<file path="src/rtl/wb_arbiter_pkg.sv">
// Shared types and helpers for the pipelined Wishbone round-robin arbiter.
package wb_arbiter_pkg;

   typedef enum logic [1:0] {
      IDLE  = 2'd0,
      BUSY  = 2'd1,
      ABORT = 2'd2
   } arb_state_t;

   // Counter/index width that never collapses to zero bits.
   function automatic int clog2_min1(input int value);
      return (value > 1) ? $clog2(value) : 1;
   endfunction

endpackage

</file>
<file path="src/rtl/rr_picker.sv">
// Combinational round-robin picker: first requester searching upward from last+1.
module rr_picker
   import wb_arbiter_pkg::*;
#(
   parameter int NUM_MASTERS = 2,
   parameter int IW          = clog2_min1(NUM_MASTERS)
) (
   input  logic [NUM_MASTERS-1:0] i_req,
   input  logic [IW-1:0]          i_last,
   output logic [NUM_MASTERS-1:0] o_grant,
   output logic [IW-1:0]          o_idx,
   output logic                   o_valid
);

   int w_cand;

   always_comb begin
      o_grant = '0;
      o_idx   = '0;
      o_valid = 1'b0;
      w_cand  = 0;
      // Offset NUM_MASTERS wraps back to i_last itself, so it is considered last.
      for (int k = 1; k <= NUM_MASTERS; k++) begin
         w_cand = int'(i_last) + k;
         if (w_cand >= NUM_MASTERS) begin
            w_cand = w_cand - NUM_MASTERS;
         end
         if (!o_valid && i_req[w_cand[IW-1:0]]) begin
            o_valid                  = 1'b1;
            o_idx                    = w_cand[IW-1:0];
            o_grant[w_cand[IW-1:0]] = 1'b1;
         end
      end
   end

endmodule

</file>
<file path="src/rtl/wb_arbiter.sv">
// Pipelined Wishbone B4 arbiter: round-robin ownership per cyc, bounded
// outstanding strobes, and a watchdog that aborts a stuck cycle with err.
module wb_arbiter
   import wb_arbiter_pkg::*;
#(
   parameter int NUM_MASTERS     = 2,
   parameter int MAX_OUTSTANDING = 4,
   parameter int TIMEOUT_CYCLES  = 256,
   parameter int AW              = 32,
   parameter int DW              = 32
) (
   input  logic                                clk_i,
   input  logic                                rstn_i,
   // requester ports
   input  logic [NUM_MASTERS-1:0]              i_m_cyc,
   input  logic [NUM_MASTERS-1:0]              i_m_stb,
   input  logic [NUM_MASTERS-1:0]              i_m_we,
   input  logic [NUM_MASTERS-1:0][AW-1:0]      i_m_adr,
   input  logic [NUM_MASTERS-1:0][DW/8-1:0]    i_m_sel,
   input  logic [NUM_MASTERS-1:0][DW-1:0]      i_m_dat,
   output logic [DW-1:0]                       o_m_dat,
   output logic [NUM_MASTERS-1:0]              o_m_ack,
   output logic [NUM_MASTERS-1:0]              o_m_err,
   output logic [NUM_MASTERS-1:0]              o_m_rty,
   output logic [NUM_MASTERS-1:0]              o_m_stall,
   // shared bus port
   output logic                                o_s_cyc,
   output logic                                o_s_stb,
   output logic                                o_s_we,
   output logic [AW-1:0]                       o_s_adr,
   output logic [DW/8-1:0]                     o_s_sel,
   output logic [DW-1:0]                       o_s_dat,
   input  logic [DW-1:0]                       i_s_dat,
   input  logic                                i_s_ack,
   input  logic                                i_s_err,
   input  logic                                i_s_rty,
   input  logic                                i_s_stall,
   // status
   output logic [NUM_MASTERS-1:0]              grant_o,
   output logic                                timeout_o
);

   localparam int IW = clog2_min1(NUM_MASTERS);
   localparam int OW = clog2_min1(MAX_OUTSTANDING + 1);
   localparam int TW = clog2_min1(TIMEOUT_CYCLES + 1);

   localparam logic [OW-1:0] MAX_OUT  = OW'(MAX_OUTSTANDING);
   localparam logic [TW-1:0] TIMEOUT  = TW'(TIMEOUT_CYCLES);
   localparam logic [IW-1:0] LAST_RST = IW'(NUM_MASTERS - 1);

   arb_state_t             r_state, w_state_next;
   logic [NUM_MASTERS-1:0] r_grant, w_grant_next;
   logic [IW-1:0]          r_last_grant, w_last_grant_next;
   logic [OW-1:0]          r_outstanding, w_outstanding_next;
   logic [TW-1:0]          r_timer, w_timer_next;

   logic [NUM_MASTERS-1:0] w_pick_grant;
   logic [IW-1:0]          w_pick_idx;
   logic                   w_pick_valid;

   logic w_busy, w_abort, w_room, w_has_out, w_term, w_accept;
   logic w_g_cyc, w_g_stb;

   rr_picker #(
      .NUM_MASTERS (NUM_MASTERS)
   ) u_picker (
      .i_req   (i_m_cyc),
      .i_last  (r_last_grant),
      .o_grant (w_pick_grant),
      .o_idx   (w_pick_idx),
      .o_valid (w_pick_valid)
   );

   // While BUSY or ABORT, r_last_grant is the index of the current owner.
   assign w_busy    = (r_state == BUSY);
   assign w_abort   = (r_state == ABORT);
   assign w_room    = (r_outstanding < MAX_OUT);
   assign w_has_out = (r_outstanding != '0);
   assign w_g_cyc   = i_m_cyc[r_last_grant];
   assign w_g_stb   = i_m_stb[r_last_grant];
   assign w_term    = i_s_ack | i_s_err | i_s_rty;

   assign o_s_cyc  = w_busy & w_g_cyc;
   assign o_s_stb  = w_busy & w_g_stb & w_room;
   assign o_s_we   = i_m_we[r_last_grant];
   assign o_s_adr  = i_m_adr[r_last_grant];
   assign o_s_sel  = i_m_sel[r_last_grant];
   assign o_s_dat  = i_m_dat[r_last_grant];
   assign o_m_dat  = i_s_dat;
   assign w_accept = o_s_stb & ~i_s_stall;

   assign grant_o   = r_grant;
   assign timeout_o = w_abort;

   for (genvar gi = 0; gi < NUM_MASTERS; gi++) begin : g_master
      logic w_route;
      // Terminations with nothing outstanding are spurious and never reach a master.
      assign w_route        = w_busy & r_grant[gi] & w_has_out;
      assign o_m_ack[gi]    = w_route & i_s_ack;
      assign o_m_rty[gi]    = w_route & i_s_rty;
      assign o_m_err[gi]    = (w_route & i_s_err) | (w_abort & r_grant[gi]);
      assign o_m_stall[gi]  = ~(w_busy & r_grant[gi] & w_room) | i_s_stall;
   end

   always_ff @(posedge clk_i or negedge rstn_i) begin
      if (!rstn_i) begin
         r_state       <= IDLE;
         r_grant       <= '0;
         r_last_grant  <= LAST_RST;
         r_outstanding <= '0;
         r_timer       <= '0;
      end else begin
         r_state       <= w_state_next;
         r_grant       <= w_grant_next;
         r_last_grant  <= w_last_grant_next;
         r_outstanding <= w_outstanding_next;
         r_timer       <= w_timer_next;
      end
   end

   always_comb begin
      w_state_next       = r_state;
      w_grant_next       = r_grant;
      w_last_grant_next  = r_last_grant;
      w_outstanding_next = r_outstanding;
      w_timer_next       = r_timer;

      unique case (r_state)
         IDLE: begin
            w_outstanding_next = '0;
            w_timer_next       = '0;
            if (w_pick_valid) begin
               w_grant_next      = w_pick_grant;
               w_last_grant_next = w_pick_idx;
               w_state_next      = BUSY;
            end
         end

         BUSY: begin
            if (!w_g_cyc) begin
               // Release always passes through IDLE, giving one idle cycle between owners.
               w_state_next       = IDLE;
               w_grant_next       = '0;
               w_outstanding_next = '0;
               w_timer_next       = '0;
            end else begin
               unique case ({w_accept, w_has_out & w_term})
                  2'b10:   w_outstanding_next = r_outstanding + OW'(1);
                  2'b01:   w_outstanding_next = r_outstanding - OW'(1);
                  default: w_outstanding_next = r_outstanding;
               endcase
               if ((TIMEOUT_CYCLES != 0) && w_has_out && !w_term) begin
                  w_timer_next = r_timer + TW'(1);
               end else begin
                  w_timer_next = '0;
               end
               if ((TIMEOUT_CYCLES != 0) && (w_timer_next == TIMEOUT)) begin
                  w_state_next = ABORT;
               end
            end
         end

         ABORT: begin
            w_state_next       = IDLE;
            w_grant_next       = '0;
            w_outstanding_next = '0;
            w_timer_next       = '0;
         end

         default: begin
            w_state_next       = IDLE;
            w_grant_next       = '0;
            w_outstanding_next = '0;
            w_timer_next       = '0;
         end
      endcase
   end

endmodule
</file>
<file path="config.mk">
export PLATFORM = sky130hd
export DESIGN_NAME = wb_arbiter
export DESIGN_NICKNAME = d
export VERILOG_FILES = /design/src/rtl/wb_arbiter_pkg.sv /design/src/rtl/rr_picker.sv /design/src/rtl/wb_arbiter.sv
export SDC_FILE = /design/constraint.sdc
export NUM_CORES = 1
export LEC_CHECK = 0
export CORE_AREA = 2 2 113 115
export CTS_CLUSTER_DIAMETER = 100
export DETAILED_ROUTE_END_ITERATION = 10
export DIE_AREA = 0 0 115 117
export DONT_BUFFER_PORTS = 1
export GPL_ROUTABILITY_DRIVEN = 1
export PLACE_DENSITY_LB_ADDON = 0.12
export SETUP_SLACK_MARGIN = 0.3
export SLEW_MARGIN = 10
export SYNTH_ARGS = -nofsm -noshare
export SYNTH_HDL_FRONTEND = slang
export SYNTH_SLANG_ARGS = --single-unit
</file>
<file path="constraint.sdc">
create_clock -name clk_i -period 3.4 [get_ports clk_i]
set_input_delay 0.68 -clock clk_i [delete_from_list [all_inputs] [get_ports clk_i]]
set_output_delay 0.68 -clock clk_i [all_outputs]
set_load 0.005 [all_outputs]
</file>
Yosys cells after proc, flatten, opt, wreduce, memory -nomap -nowiden
Cells that the tools add are included.
- register bits: 17
- output and inout bits: 114
- add/subtract/negate cells: 7
- magnitude comparators: 8
- eq/ne operators: 9
- muxes and demuxes: 43
- bitwise logic cells: 29
- reduce and logical (&&, ||, !) cells: 11
- operator list (cell ; count):
    $mux 32 ; 4
    $mux 9 ; 5
    $and 1x1->1 ; 19
    $mux 1 ; 18
    $mux 2 ; 7
    $add 9x1->9 const B ; 1
    $eq 9x9->1 const B ; 1
    $mux 4 ; 2
    $pmux 2 s2 ; 2
    $lt 1x2->1 const B ; 3
    $mux 3 ; 2
    $or 1x1->1 ; 6
    $pmux 3 s2 ; 1
    $reduce_and 2->1 ; 3
    $eq 2x1->1 const B ; 2
    $eq 2x2->1 const B ; 2
    $logic_and 1x1->1 ; 4
    $ne 4x2->1 const B ; 1
    $add 1x2->3 const B ; 1
    $add 3x1->3 const B ; 1
    $ge 3x2->1 const B ; 1
    $lt 3x3->1 const B ; 1
    $ne 3x2->1 const B ; 1
    $not 1->1 ; 3
    12 further kinds ; 16

Longest topological paths before layout
Gate-level depths: netlist (run 1).
- word-level depth: 12
- depth in mapped cells: 9

By module
From an unflattened synthesis (run 1), not the netlist that was laid out.
- cell total of the unflattened synthesis: 215
- area total of the unflattened synthesis: 2062.0 um^2
- by module, submodules not included (module ; instances ; cells an instance ; area each (um^2)):
    wb_arbiter ; 1 ; 210 ; 2029.4
    rr_picker ; 1 ; 5 ; 32.5

Least setup slack after synthesis (run 1)
No wires, ideal clock.
- path type: input to register
- start: in i_m_stb[1]
- end: reg r_outstanding[2]
- library setup time: 0.078 ns
- arrival: 2.182 ns
- data required time: 3.322 ns
- setup slack: 1.141 ns
- stages: 8
- path buffers: 0
- cell sequence: mux2i_1 -> nor3_1 -> nand2b_1 -> ha_1 -> fa_1 -> xnor2_1 -> or3_1 -> a21oi_1
- word-level cells in the longest chain between the ends: 9
- elaborated cells on any way between the ends: 11
- classes of those cells: eq/ne: 3; mux: 5; bitwise: 3
- RTL lines (element ; RTL line ; RTL):
    start, declared ; wb_arbiter.sv:16 ; input logic [NUM_MASTERS-1:0] i_m_stb,
    $mux 1 (not written as such) * (2 in series) ; wb_arbiter.sv:80 ; assign w_g_stb = i_m_stb[r_last_grant];
    $and 1x1->1 * (2 in series) ; wb_arbiter.sv:84 ; assign o_s_stb = w_busy & w_g_stb & w_room;
    net o_s_stb ; wb_arbiter.sv:28 ; output logic o_s_stb,
    $and 1x1->1 * ; wb_arbiter.sv:90 ; assign w_accept = o_s_stb & ~i_s_stall;
    $eq 2x1->1 or $eq 2x2->1 (tied branches) ; wb_arbiter.sv:147 ; unique case ({w_accept, w_has_out & w_term})
    $pmux 3 s2 ; wb_arbiter.sv:147 ;
    $mux 3 ; wb_arbiter.sv:140 ; if (!w_g_cyc) begin
    $mux 3 ; wb_arbiter.sv:128 ; unique case (r_state)
    end signal, assigned ; wb_arbiter.sv:116 ; r_outstanding <= w_outstanding_next;
    end, declared ; wb_arbiter.sv:54 ; logic [OW-1:0] r_outstanding, w_outstanding_next;
The timed path passes the listed nets; every way through them passes the cells marked *. The select of a mux whose other input is x is not followed.
A chain may end at the register's enable or synchronous reset.

Final worst setup path (run 1)
- start: reg r_last_grant
- end: out o_s_dat[8]
- word-level cells in the longest chain between the ends: 2
- RTL lines (element ; RTL line ; RTL):
    start, declared ; wb_arbiter.sv:53 ; logic [IW-1:0] r_last_grant, w_last_grant_next;
    start signal, assigned ; wb_arbiter.sv:115 ; r_last_grant <= w_last_grant_next;
    $mux 32 (not written as such) (2 in series) ; wb_arbiter.sv:88 ; assign o_s_dat = i_m_dat[r_last_grant];
    end, declared ; wb_arbiter.sv:32 ; output logic [DW-1:0] o_s_dat,
No other way between the ends. The select of a mux whose other input is x is not followed.

==> results of run 1 <==
logic make-up (layout without fill, tap and decap cells):
| group | count (synthesis) | in the layout | share of synthesized area, % |
|---|---|---|---|
| XOR/XNOR | 8 | 8 | 3.315 |
| adder cells (fa/ha/maj) | 3 | 3 | 2.131 |
| buffers and inverters | 46 | 9 | 15.28 |
| AO/OA/AOI/OAI | 17 | 17 | 5.625 |
| flip-flops | 17 | 17 | 20.19 |
| multiplexers | 72 | 72 | 38.19 |
| AND/OR/NAND/NOR | 60 | 60 | 15.28 |
worst max-delay path: stages (launching register included):
cell,delay (ns)
dfstp_2,0.66
buf_12,0.31
mux2_2,0.44
metrics by stage:
step | setup slack (ns) | cell area, µm² | util, % | cells | hold WS, ns
global placement | 1.075 | 2017 | 16.38 | 332 | 0.3849
CTS | 0.9886 | 2096 | 17.02 | 336 | 0.1211
finish | 0.9873 | 2096 | 17.02 | 336 | 0.1273
floorplan | 1.141 | 2113 | - | 223 | 0.3844
global route | 0.8631 | 2096 | 17.02 | 336 | 0.1163
detailed placement | 1.042 | 2017 | 16.38 | 332 | 0.3849
cell usage in the layout (no fill, tap or decap), types with 2 or more instances in the layout:
cell / netlist / routed
mux2_2: 69 / 69
a31oi_1: 2 / 2
a21oi_1: 2 / 2
nand3b_1: 2 / 2
nor3_1: 4 / 4
xnor2_1: 4 / 4
ha_1: 2 / 2
and3_1: 5 / 5
nor2b_1: 3 / 3
nand2_1: 6 / 6
dfrtp_1: 16 / 16
inv_1: 2 / 2
and2_1: 2 / 2
a21o_1: 3 / 3
o21ai_0: 4 / 4
clkbuf_16: 0 / 3
xor2_1: 4 / 4
nor2_1: 18 / 18
nand2b_1: 6 / 6
mux2i_1: 3 / 3
nand3_1: 4 / 4
nand4_1: 4 / 4
report_power, final:
| part | internal, mW | switching [mW] | total (mW) |
|---|---|---|---|
| Sequential | 0.235 | 0.0721 | 0.307 |
| Combinational | 0.408 | 0.413 | 0.821 |
| Clock | 0.159 | 0.0748 | 0.234 |
registers in the layout, summed over array words and instances, names as in the netlist:
signal	count
r_outstanding	3
r_last_grant	1
r_state	2
r_timer	9
grant_o	2
area by class of cell:
cell class | instances | area, µm²
well taps | 150 | 187.7
multi-input cells | 160 | 1364
inverters | 3 | 11.26
fillers | 1357 | 10220
clock buffers | 4 | 78.83
repair buffers | 2 | 27.53
flip-flops and latches | 17 | 426.7
path summary, 6_finish.rpt:
check	from	endpoint	slack [ns]
worst min register to register	r_timer[0]$_DFF_PN0_	r_timer[0]$_DFF_PN0_	0.50
worst max-delay path	r_last_grant$_DFFE_PN1P_	o_s_dat[8]	0.99
worst max register to register	r_last_grant$_DFFE_PN1P_	r_outstanding[2]$_DFFE_PN0P_	1.03
worst min-delay path	rstn_i	r_timer[8]$_DFF_PN0_	0.13
max in group asynchronous	rstn_i	r_last_grant$_DFFE_PN1P_	3.10
min in group clk_i	i_m_cyc[0]	r_last_grant$_DFFE_PN1P_	0.50
metal layers:
layer / share of wire (%) / routed length, µm
met2: 43 / 3094
met5: 0 / 0
met4: 0.66 / 48
met3: 12 / 855
met1: 45 / 3248
==> flow_summary.yaml, run 1 <==
die:
  die_h_um: 117
  die_area_um2: 13460
  core_um2: 12310
  start_util_pct: 17.16
  die_w_um: 115
  rows: 41
  ioPinCount: 294
yosys:
  ys_ff_latch: 17
  synth-edff-count: 0
  ys_seq_area_share_pct: 20.19
  async_flop_share_pct: 100.0
  syn_avg_cell_area_um2: 9.477
  synth_ff_type: "dfrtp_1"
  synthTopCellsByArea: "mux2_2 37%, dfrtp_1 19%, buf_4 13%"
  synth.most_common_cell: "mux2_2"
  ys_warn_count: 0
  netlist.top_cell.by_area: "mux2_2"
  syn-cell-area_um2: 2113
  syn_nets: 406
  synth.distinct_cells: 39
  synthTopCellsByCount: "69 x mux2_2, 36 x buf_4, 18 x nor2_1"
  synth_top_area_share_pct: 36.77
  netlist_instances: 223
drt:
  drtIter0Drc: 45
  antenna_left: 0
  wl_per_cell_um: 21.57
  post_drt_via_cell_ratio: 4.440
  drc: 0
  wl_um: 7247
  vias: 1492
  dr.pass1.iters: 4
cts:
  cts_sinks: 17
  tritoncts: "built"
  clkTransAtPathRegs_ns: 0.05
  cts.path.max_buffers: 2
  numCtsBuffers: 3
  clk_latency_ns: 0.24
  root_buffer: "clkbuf_16"
  cts_max_level: 1
  ctsResizeCount: 0
  post_cts_buffers: 0
  ctsHoldBuffers: 0
job:
  cap_violations: 0
placement:
  gp_congestion: 0.7133
  io_buffers: 0
  dpl.hpwl_um: 6414
worst_setup_path:
  startpoint_type: "flop"
  worstSetupEndpointType: "output port"
  cp.required_ns: 2.72
  cp_max_fo: 68
  critPathArrivalTime_ns: 1.73
  rr_worst_depth: 8
  path_class: "reg2out"
timing:
  max_freq_mhz: 414.5
  finalHoldViolations: 0
  grt_setup_unrepaired: "no"
  setup_tns_ns: 0
  setup_viol: 0
  relSlewSlack_pct: 75.91
  clock_skew_ns: 0.001449
  fin_crit_sh_pct: 70.96
  tightestPinTransition_ns: 0.3613
  slew_violations: 0
  period_needed_ns: 2.413
pwr:
  power.density_nw_per_um2: 649.7
  leakagePower_nw: 0.7794
  power_mw: 1.362
  irDropWorstVdd_uv: 254.9
finish:
  drive_gt1_share_pct: 44.09
  syn2layout_area_growth_pct: -0.8289
  n_antenna_cell: 0
  nets: 370
grt:
  met3_usage_pct: 5.355
  antenna_found_initial: 0
  globalRouteTotalUtil_pct: 9.424
  met2_usage_pct: 12.63
  grt_pass1_wl_um: 9045
  top_usage_layer: "met1"
  grt_start_max_net_pins: 69
  grt_pass1_vias: 1382
  overflow: 0
  use_met1_pct: 13.29
hold_path:
  hp-class: "in2async"
run_status:
  status: "complete, no violations"
(Power assumes the default switching activity.)
==> inputs of run 2 (changes only) <==
Clock period 3.4 ns to 2.5 ns, I/O delays scaled along.
==> flow_summary.yaml, run 2 (synthesis results as in run 1) <==
run_status:
  status: "complete, no violations"
cts:
  numCtsBuffers: 3
  tritoncts: "built"
  cts_sinks: 17
  clkTransAtPathRegs_ns: 0.06
  cts_max_level: 1
  cts.path.max_buffers: 2
  clk_latency_ns: 0.25
  root_buffer: "clkbuf_16"
finish:
  post-route-util_pct: 17.58
  top_register: "r_timer"
  n_antenna_cell: 0
  fillers: 1336
  final_cell_mix: "69 x mux2_2, 18 x nor2_1, 16 x dfrtp_1"
  largest_reg_flops: 9
  drive_gt1_share_pct: 46.84
  syn2layout_area_growth_pct: 2.428
  reg.largest.list: "r_timer x9, r_outstanding x3"
  nets: 374
  layout_commonest_cell: "mux2_2"
  finalInstanceArea_um2: 2165
die:
  core_um2: 12310
  die_h_um: 117
  rows: 41
  start_util_pct: 17.16
  die_w_um: 115
  die_area_um2: 13460
  ioPinCount: 294
drt:
  antenna_left: 0
  drtIter0Drc: 47
  dr.pass1.iters: 4
  post_drt_via_cell_ratio: 4.565
  drc: 0
  wl_per_cell_um: 24.38
  vias: 1552
  wl_um: 8290
grt:
  overflow: 0
  grt_pass1_wl_um: 10090
  grt_pass1_vias: 1512
  antenna_found_initial: 0
  globalRouteTotalUtil_pct: 10.68
  grt_start_max_net_pins: 78
worst_setup_path:
  r2r_slack_ns: 0.37
  crit-reg2reg-capture: "r_outstanding[2]$_DFFE_PN0P_"
  critPathArrivalTime_ns: 1.63
  cp.required_ns: 2.00
  path_class: "reg2out"
  rr_worst_depth: 8
  worst_r2r_startpoint: "r_last_grant$_DFFE_PN1P_"
  cp_max_fo: 38
  startpoint_type: "flop"
  worstSetupEndpointType: "output port"
timing:
  max_freq_mhz: 469.6
  finalHoldViolations: 0
  fin_ws_ns: 0.3707
  period_needed_ns: 2.129
  grt_setup_unrepaired: "yes"
  setup_viol: 0
  slew_violations: 0
  fin_crit_sh_pct: 85.17
  clock_skew_ns: 0.002491
  tightestPinTransition_ns: 0.7752
  relSlewSlack_pct: 48.15
  setup_tns_ns: 0
pwr:
  irDropWorstVdd_uv: 291.1
  combPwrFrac_pct: 63.7
  p_clk_share_pct: 16.7
  switchingPower_uw: 833.3
  leakagePower_nw: 0.8097
  power.density_nw_per_um2: 921.6
  intPower_mw: 1.161
  swShare_pct: 41.78
  seq_power_share_pct: 19.6
placement:
  postPlaceCellArea_um2: 2029
  preCtsSetupSlack_ns: 0.3207
  dpl.hpwl_um: 6905
  io_buffers: 0
  gp_congestion: 0.7484
job:
  cap_violations: 0
hold_path:
  hp-class: "in2async"
==> run 2: critical path: stages (launching register included) <==
cell and delay, ns:
dfstp_2 0.59, buf_4 0.14, clkbuf_16 0.23, mux2_2 0.40
==> run 2: how the worst max path moves through the flow <==
stage	slack, ns	endpoint	cells after the start	startpoint
2_1_floorplan	0.36	r_outstanding[2]$_DFFE_PN0P_	9	r_last_grant$_DFFE_PN1P_
3_3_place_gp	0.34	r_outstanding[2]$_DFFE_PN0P_	8	r_state[1]$_DFFE_PN0P_
3_5_place_dp	0.32	r_outstanding[2]$_DFFE_PN0P_	8	r_state[1]$_DFFE_PN0P_
4_1_cts	0.30	r_outstanding[2]$_DFFE_PN0P_	8	r_state[1]$_DFFE_PN0P_
5_1_grt	0.25	r_outstanding[2]$_DFFE_PN0P_	8	r_last_grant$_DFFE_PN1P_
6_report	0.37	o_s_adr[3]	3	r_last_grant$_DFFE_PN1P_
==> run 2: layout make-up <==
cell class / instances / area (µm²) / area share (%)
well taps: 150 / 187.7 / 8.671
multi-input cells: 160 / 1374 / 63.47
clock inverters: 1 / 5.005 / 0.2312
inverters: 3 / 11.26 / 0.5202
repair buffers: 6 / 85.08 / 3.931
flip-flops and latches: 17 / 426.7 / 19.71
clock buffers: 3 / 75.07 / 3.468
==> run 2: through the flow <==
stage | hold slack, ns | std cells | total power, mW
after floorplan | 0.2044 | 223 | 1.399
after global placement | 0.2053 | 333 | 1.595
after detailed placement | 0.2052 | 333 | 1.601
after CTS | 0.08717 | 338 | 1.948
after global routing | 0.08155 | 340 | 2.155
final | 0.08986 | 340 | 1.995
==> run 2: power groups by stage <==
stage	Clock (mW)	Sequential (mW)	Combinational [mW]
after CTS	0.342	0.386	1.22
final	0.334	0.390	1.27
after global routing	0.359	0.403	1.39
after detailed placement	0	0.392	1.21
after global placement	0	0.389	1.21
after floorplan	0	0.355	1.04
==> run 2: what timing repair did <==
item	CTS	global route
setup buffers	0	1
hold buffers	1	0
resized for setup	0	3
endpoints found under the hold margin	16	0
setup endpoints to repair	0	2
==> run 2: metal layers <==
layer	GRT usage (%)	routed length (µm)	up-vias
met4	1.767	39	0
met3	3.090	609	2
met5	0	0	-
met2	18.55	4182	111
met1	13.39	3458	743
li1	-	-	696
==> inputs of run 3 (changes only) <==
Settings changed: CAP_MARGIN set to 20.
==> results of run 3 <==
No change in the layout: final DEF, timing and power equal those of run 2.
